### src/rtl/cpa_share_ctrl.sv
// ---------------------------------------------------------------------------
// cpa_share_ctrl
//
// Time-shares one external, purely combinational WIDTH-bit ripple adder
// among NUM_REQ requesters. Arbitration is round-robin. The winner's operands
// are latched and held on the adder inputs for SETTLE_CYCLES cycles. The sum
// is then captured and returned, tagged with the requester index, on a single
// valid/ready response channel.
//
// Ports
//   clk        rising-edge clock
//   rst        asynchronous, active-high reset
//   req_valid  per-requester request valid                  [NUM_REQ]
//   req_ready  per-requester accept, at most one bit high   [NUM_REQ]
//   req_a      packed operand A, requester i at [i*WIDTH +: WIDTH]
//   req_b      packed operand B, same packing as req_a
//   add_in1    adder operand 1 (the latched A)
//   add_in2    adder operand 2 (the latched B)
//   add_sum    adder result
//   rsp_valid  response valid
//   rsp_ready  response accept
//   rsp_id     index of the requester that owns the response
//   rsp_sum    registered sum, (A+B) mod 2^WIDTH
//   busy       high whenever a transaction is in flight
// ---------------------------------------------------------------------------
module cpa_share_ctrl #(
  parameter int WIDTH         = 11,
  parameter int NUM_REQ       = 4,
  parameter int ID_W          = 2,   // must equal clog2(NUM_REQ)
  parameter int SETTLE_CYCLES = 1    // 1..15
) (
  input  logic                     clk,
  input  logic                     rst,
  input  logic [NUM_REQ-1:0]       req_valid,
  output logic [NUM_REQ-1:0]       req_ready,
  input  logic [NUM_REQ*WIDTH-1:0] req_a,
  input  logic [NUM_REQ*WIDTH-1:0] req_b,
  output logic [WIDTH-1:0]         add_in1,
  output logic [WIDTH-1:0]         add_in2,
  input  logic [WIDTH-1:0]         add_sum,
  output logic                     rsp_valid,
  input  logic                     rsp_ready,
  output logic [ID_W-1:0]          rsp_id,
  output logic [WIDTH-1:0]         rsp_sum,
  output logic                     busy
);

  // Wide enough for SETTLE_CYCLES-1 up to 14.
  localparam int CNT_W = 4;

  typedef enum logic [1:0] {
    IDLE   = 2'd0,
    SETTLE = 2'd1,
    RESP   = 2'd2
  } state_t;

  state_t             state_q,      state_d;
  logic [ID_W-1:0]    rr_ptr_q,     rr_ptr_d;
  logic [WIDTH-1:0]   op_a_q,       op_a_d;
  logic [WIDTH-1:0]   op_b_q,       op_b_d;
  logic [CNT_W-1:0]   settle_cnt_q, settle_cnt_d;
  logic [WIDTH-1:0]   rsp_sum_q,    rsp_sum_d;
  logic [ID_W-1:0]    rsp_id_q,     rsp_id_d;

  // -------------------------------------------------------------------------
  // Round-robin arbiter: first valid requester at or after rr_ptr, wrapping.
  // -------------------------------------------------------------------------
  logic            found;
  logic [ID_W-1:0] win;
  logic            grant;

  always_comb begin
    // NOTE: every variable written here gets a default first, so no path
    // through the block leaves it unassigned and no latch is inferred.
    found = 1'b0;
    win   = '0;
    for (int k = 0; k < NUM_REQ; k++) begin
      int              idx_int;
      logic [ID_W-1:0] idx;
      idx_int = (int'(rr_ptr_q) + k) % NUM_REQ;
      idx     = ID_W'(idx_int);
      if (!found && req_valid[idx]) begin
        found = 1'b1;
        win   = idx;
      end
    end
  end

  // Accept only in IDLE, and never while reset is asserted, so the ready
  // outputs are quiet during reset even though the flops are already cleared.
  assign grant = (state_q == IDLE) && found && !rst;

  always_comb begin
    req_ready = '0;
    if (grant) begin
      req_ready[win] = 1'b1;
    end
  end

  // -------------------------------------------------------------------------
  // Next-state and datapath updates
  // -------------------------------------------------------------------------
  always_comb begin
    state_d      = state_q;
    rr_ptr_d     = rr_ptr_q;
    op_a_d       = op_a_q;
    op_b_d       = op_b_q;
    settle_cnt_d = settle_cnt_q;
    rsp_sum_d    = rsp_sum_q;
    rsp_id_d     = rsp_id_q;

    case (state_q)
      IDLE: begin
        if (grant) begin
          op_a_d       = req_a[int'(win)*WIDTH +: WIDTH];
          op_b_d       = req_b[int'(win)*WIDTH +: WIDTH];
          rsp_id_d     = win;
          rr_ptr_d     = (int'(win) == NUM_REQ - 1) ? '0 : win + 1'b1;
          settle_cnt_d = CNT_W'(SETTLE_CYCLES - 1);
          state_d      = SETTLE;
        end
      end

      SETTLE: begin
        // The counter reaching zero marks the last settle cycle; the ripple
        // adder has had the full window by the end of it.
        if (settle_cnt_q != '0) begin
          settle_cnt_d = settle_cnt_q - 1'b1;
        end else begin
          rsp_sum_d = add_sum;
          state_d   = RESP;
        end
      end

      RESP: begin
        // Return to IDLE only; arbitration reopens on the following cycle.
        if (rsp_ready) begin
          state_d = IDLE;
        end
      end

      default: begin
        state_d = IDLE;
      end
    endcase
  end

  // -------------------------------------------------------------------------
  // State registers
  // -------------------------------------------------------------------------
  always_ff @(posedge clk or posedge rst) begin
    // NOTE: non-blocking assignments only in clocked blocks, so every flop
    // samples its _d value from before the edge regardless of statement order.
    // The operand and result registers are reset too: the adder inputs are
    // driven straight from op_a/op_b and must read zero out of reset.
    if (rst) begin
      state_q      <= IDLE;
      rr_ptr_q     <= '0;
      op_a_q       <= '0;
      op_b_q       <= '0;
      settle_cnt_q <= '0;
      rsp_sum_q    <= '0;
      rsp_id_q     <= '0;
    end else begin
      state_q      <= state_d;
      rr_ptr_q     <= rr_ptr_d;
      op_a_q       <= op_a_d;
      op_b_q       <= op_b_d;
      settle_cnt_q <= settle_cnt_d;
      rsp_sum_q    <= rsp_sum_d;
      rsp_id_q     <= rsp_id_d;
    end
  end

  // -------------------------------------------------------------------------
  // Outputs
  // -------------------------------------------------------------------------
  assign add_in1   = op_a_q;
  assign add_in2   = op_b_q;
  assign rsp_valid = (state_q == RESP);
  assign rsp_id    = rsp_id_q;
  assign rsp_sum   = rsp_sum_q;
  assign busy      = (state_q != IDLE);

endmodule

### config.mk
export PLATFORM = sky130hd
export DESIGN_NAME = cpa_share_ctrl
export DESIGN_NICKNAME = d
export VERILOG_FILES = /design/src/rtl/cpa_share_ctrl.sv
export SDC_FILE = /design/constraint.sdc
export NUM_CORES = 1
export LEC_CHECK = 0
export CORE_AREA = 2 2 84 86
export CTS_BUF_LIST = sky130_fd_sc_hd__clkbuf_8
export DETAILED_ROUTE_END_ITERATION = 7
export DIE_AREA = 0 0 86 88
export PLACE_DENSITY_LB_ADDON = 0.2
export SKIP_CTS_REPAIR_TIMING = 1
export SYNTH_ARGS = -nofsm -noshare
export SYNTH_HDL_FRONTEND = slang
export SYNTH_SLANG_ARGS = --single-unit
### constraint.sdc
create_clock -name clk -period 2.1 [get_ports clk]
set_input_delay 0.315 -clock clk [delete_from_list [all_inputs] [get_ports clk]]
set_output_delay 0.315 -clock clk [all_outputs]
set_load 0.03 [all_outputs]
==> results_dict.tcl <==
set metrics [dict create \
    status "finished, violations left" \
    violations "negative setup slack" \
    clkSinkCount 43 \
    layoutNonFillerInstCount 462 \
    avgRoutedWirePerCell_um 16.02 \
    antenna_found_initial 0 \
    die-height_um 88 \
    cp_max_fo 5 \
    firstDrtPassIters 4 \
    area_growth_pct 75.45 \
    layout.nets 492 \
    clk_pin_slew_ps 80 \
    fin_crit_ps 2118 \
    hold_slack_ps 472.8 \
    hold_viol 0 \
    worst_pin_slew_ps 569.1 \
    cp_data_arrival_time_ps 1800 \
    via_count 2281 \
    grt_usage_pct 18.23 \
    slew_headroom_pct 61.96 \
    cts_tree "built" \
    via_per_inst 4.937 \
    gp_congestion 0.7476 \
    final_common_cell "clkdlybuf4s50_1" \
    grt_first_pass_wirelength_mm 10.98 \
    worstPathRequired_ps 1780 \
    synth_top_area_cell "dfrtp_1" \
    drive_gt1_share_pct 22.51 \
    multi_input_area_sq_mm 0.001369 \
    area.sequential_sq_mm 0.001077 \
    htree_levels 2 \
    skew_ps 4.506 \
    finalCritPeriodShare_pct 100.8 \
    synth-seq-area-share_pct 42.66 \
    cp.buffers_inverters 3 \
    clock-root-buffer "clkbuf_8" \
    grt_max_degree 34 \
    leakagePower_nw 1.930 \
    place.port_buffers 146 \
    fill_cells 539 \
    power_w 0.005576 \
    netlist_area_sq_mm 0.002522 \
    critPathMaxStageDelay_ps 420 \
    crit_chain "mux2i_1 -> nor2_2 -> nor3_4 -> buf_6 -> buf_12 -> ha_4 -> and2_4 -> buf_6" \
    cp-start-kind "flop" \
    criticalPathCategory "reg -> out" \
    drt_iter0_drc 56 \
    die_x_um 86 \
    die_area_sq_mm 0.007568 \
    synth_nets 325 \
    rsz0062_at_grt "true" \
    power.density_mw_per_mm2 1260 \
    slew_viol_final 0 \
    core_area_sq_mm 0.006644 \
    boundaryPins 147 \
    num_antenna_cells 0 \
    hold_class "in -> async" \
    cp_slowest_cell "dfrtp_2" \
    fmax_mhz 472.2 \
    dp_hpwl_mm 5.443 \
    cpMostUsedCell "buf_6" \
    synthTopCellsByArea "dfrtp_1, mux2i_1, o221ai_2" \
    yosysWarnings 0 \
    dpl.cell_count 446 \
    worst_slack_ps -17.71 \
    max_cap_viol_count 0 \
    ys_types 36 \
    wl_mm 7.399 \
    numCtsBuffers 5 \
    drc 0 \
    grt_pass1_vias 2256 \
    clk_latency_ps 280 \
    pre_cts_slack_ps -492.9 \
    synth.top_cell.area_share_pct 42.66 \
    setup_viol 2 \
    critical-path-top-delay-family "flip-flops" \
    row_count 30 \
    final_cell_mix "clkdlybuf4s50_1, mux2i_1, dfrtp_1" \
    start_util_pct 37.97 \
    grt_overflow 0 \
    end_kind "output pin" \
    max-vdd-ir-drop_v 0.0007302 \
    avgSynthCellArea_sq_um 11.79 \
    ys_ff_latch 43 \
    ant_nets 0 \
    clockBufferDepth 2 \
    synthCells 214 \
]
[through the flow]
step	setup TNS, ps	instance area (sq um)	util [%]
after global routing	-466.7	4425	66.61
after global placement	-4774	4158	62.58
after CTS	-1217	4239	63.80
final	-26.18	4425	66.61
after floorplan	0	2522	-
after detailed placement	-5596	4158	62.58
[path summary, 6_finish.rpt]
kind / startpoint / to / slack, ps / cells past startpoint
setup / recovery: rr_ptr_q[1] / req_ready[3] / -20 / 8
hold / removal: rst / rsp_sum[4] / 470 / 3
setup reg to reg: rr_ptr_q[1] / add_in2[6] / 70 / 9
hold reg to reg: rsp_id[1] / rsp_id[1] / 490 / 2
max in group asynchronous: rst / add_in2[5] / 1170 / 4
min in group clk: rsp_id[1] / rsp_id[1] / 490 / 2
[registers in the layout, summed over array words and instances, names as in the netlist]
signal        flops
add_in2          11
rr_ptr_q          2
rsp_id            2
rsp_sum          11
add_in1          11
settle_cnt_q      4
state_q           2
[cells by family after synthesis]
family | Yosys count | share of synthesized area, %
muxes | 56 | 22.77
and+or+nand+nor | 55 | 10.57
DFF | 43 | 42.66
AOI/OAI and AO/OA | 34 | 15.48
buffers and inverters | 20 | 5.704
adders and majority gates | 5 | 2.480
xor gates and xnor gates | 1 | 0.3473
[area by class of cell]
class,instances,area share (%)
clock buffer,5,1.555
timing repair buffer,173,40.03
clock inverter,3,0.2827
inverter,7,0.5937
sequential,43,24.34
multi-input combinational,151,30.93
tap,80,2.262
[power breakdown]
group	switching (W)	internal [W]	total (W)
Sequential	0.000222	0.00123	0.00145
Clock	0.000269	0.000224	0.000493
Combinational	0.00187	0.00176	0.00363
[worst reg2reg max path, stage by stage (launching register included)]
cell       delay [ps]
dfrtp_2           420
mux2i_1           240
nor2_2             80
nor3_4            160
buf_6             130
buf_12            100
buf_4             190
clkbuf_16         220
mux2i_1           250
o221ai_2          120
[Yosys cell counts (all sizes together)]
library cell   n
o221ai        22
buf           11
dfrtp         43
nand2         35
nor2           4
nor2b          1
nand3          2
nor3           2
o22ai          2
mux2i         45
o21a           1
o21ai          3
or3            1
a21bo          1
inv            7
xnor2          1
nand2b         2
nand4b         1
nor4           2
ha             5
or2            1
a21oi          4
clkbuf         2
o31ai          1
mux2          11
and2           4
[metal layers]
metal / part of all wire, % / vias up / GRT usage, %
li1: - / 1110 / -
met1: 40 / 1094 / 22.50
met2: 54 / 73 / 32.06
met3: 5.5 / 4 / 4.430
met4: 0.77 / 0 / 4.618
met5: 0 / - / 0
Note: power is estimated with default switching activity, not from simulation.
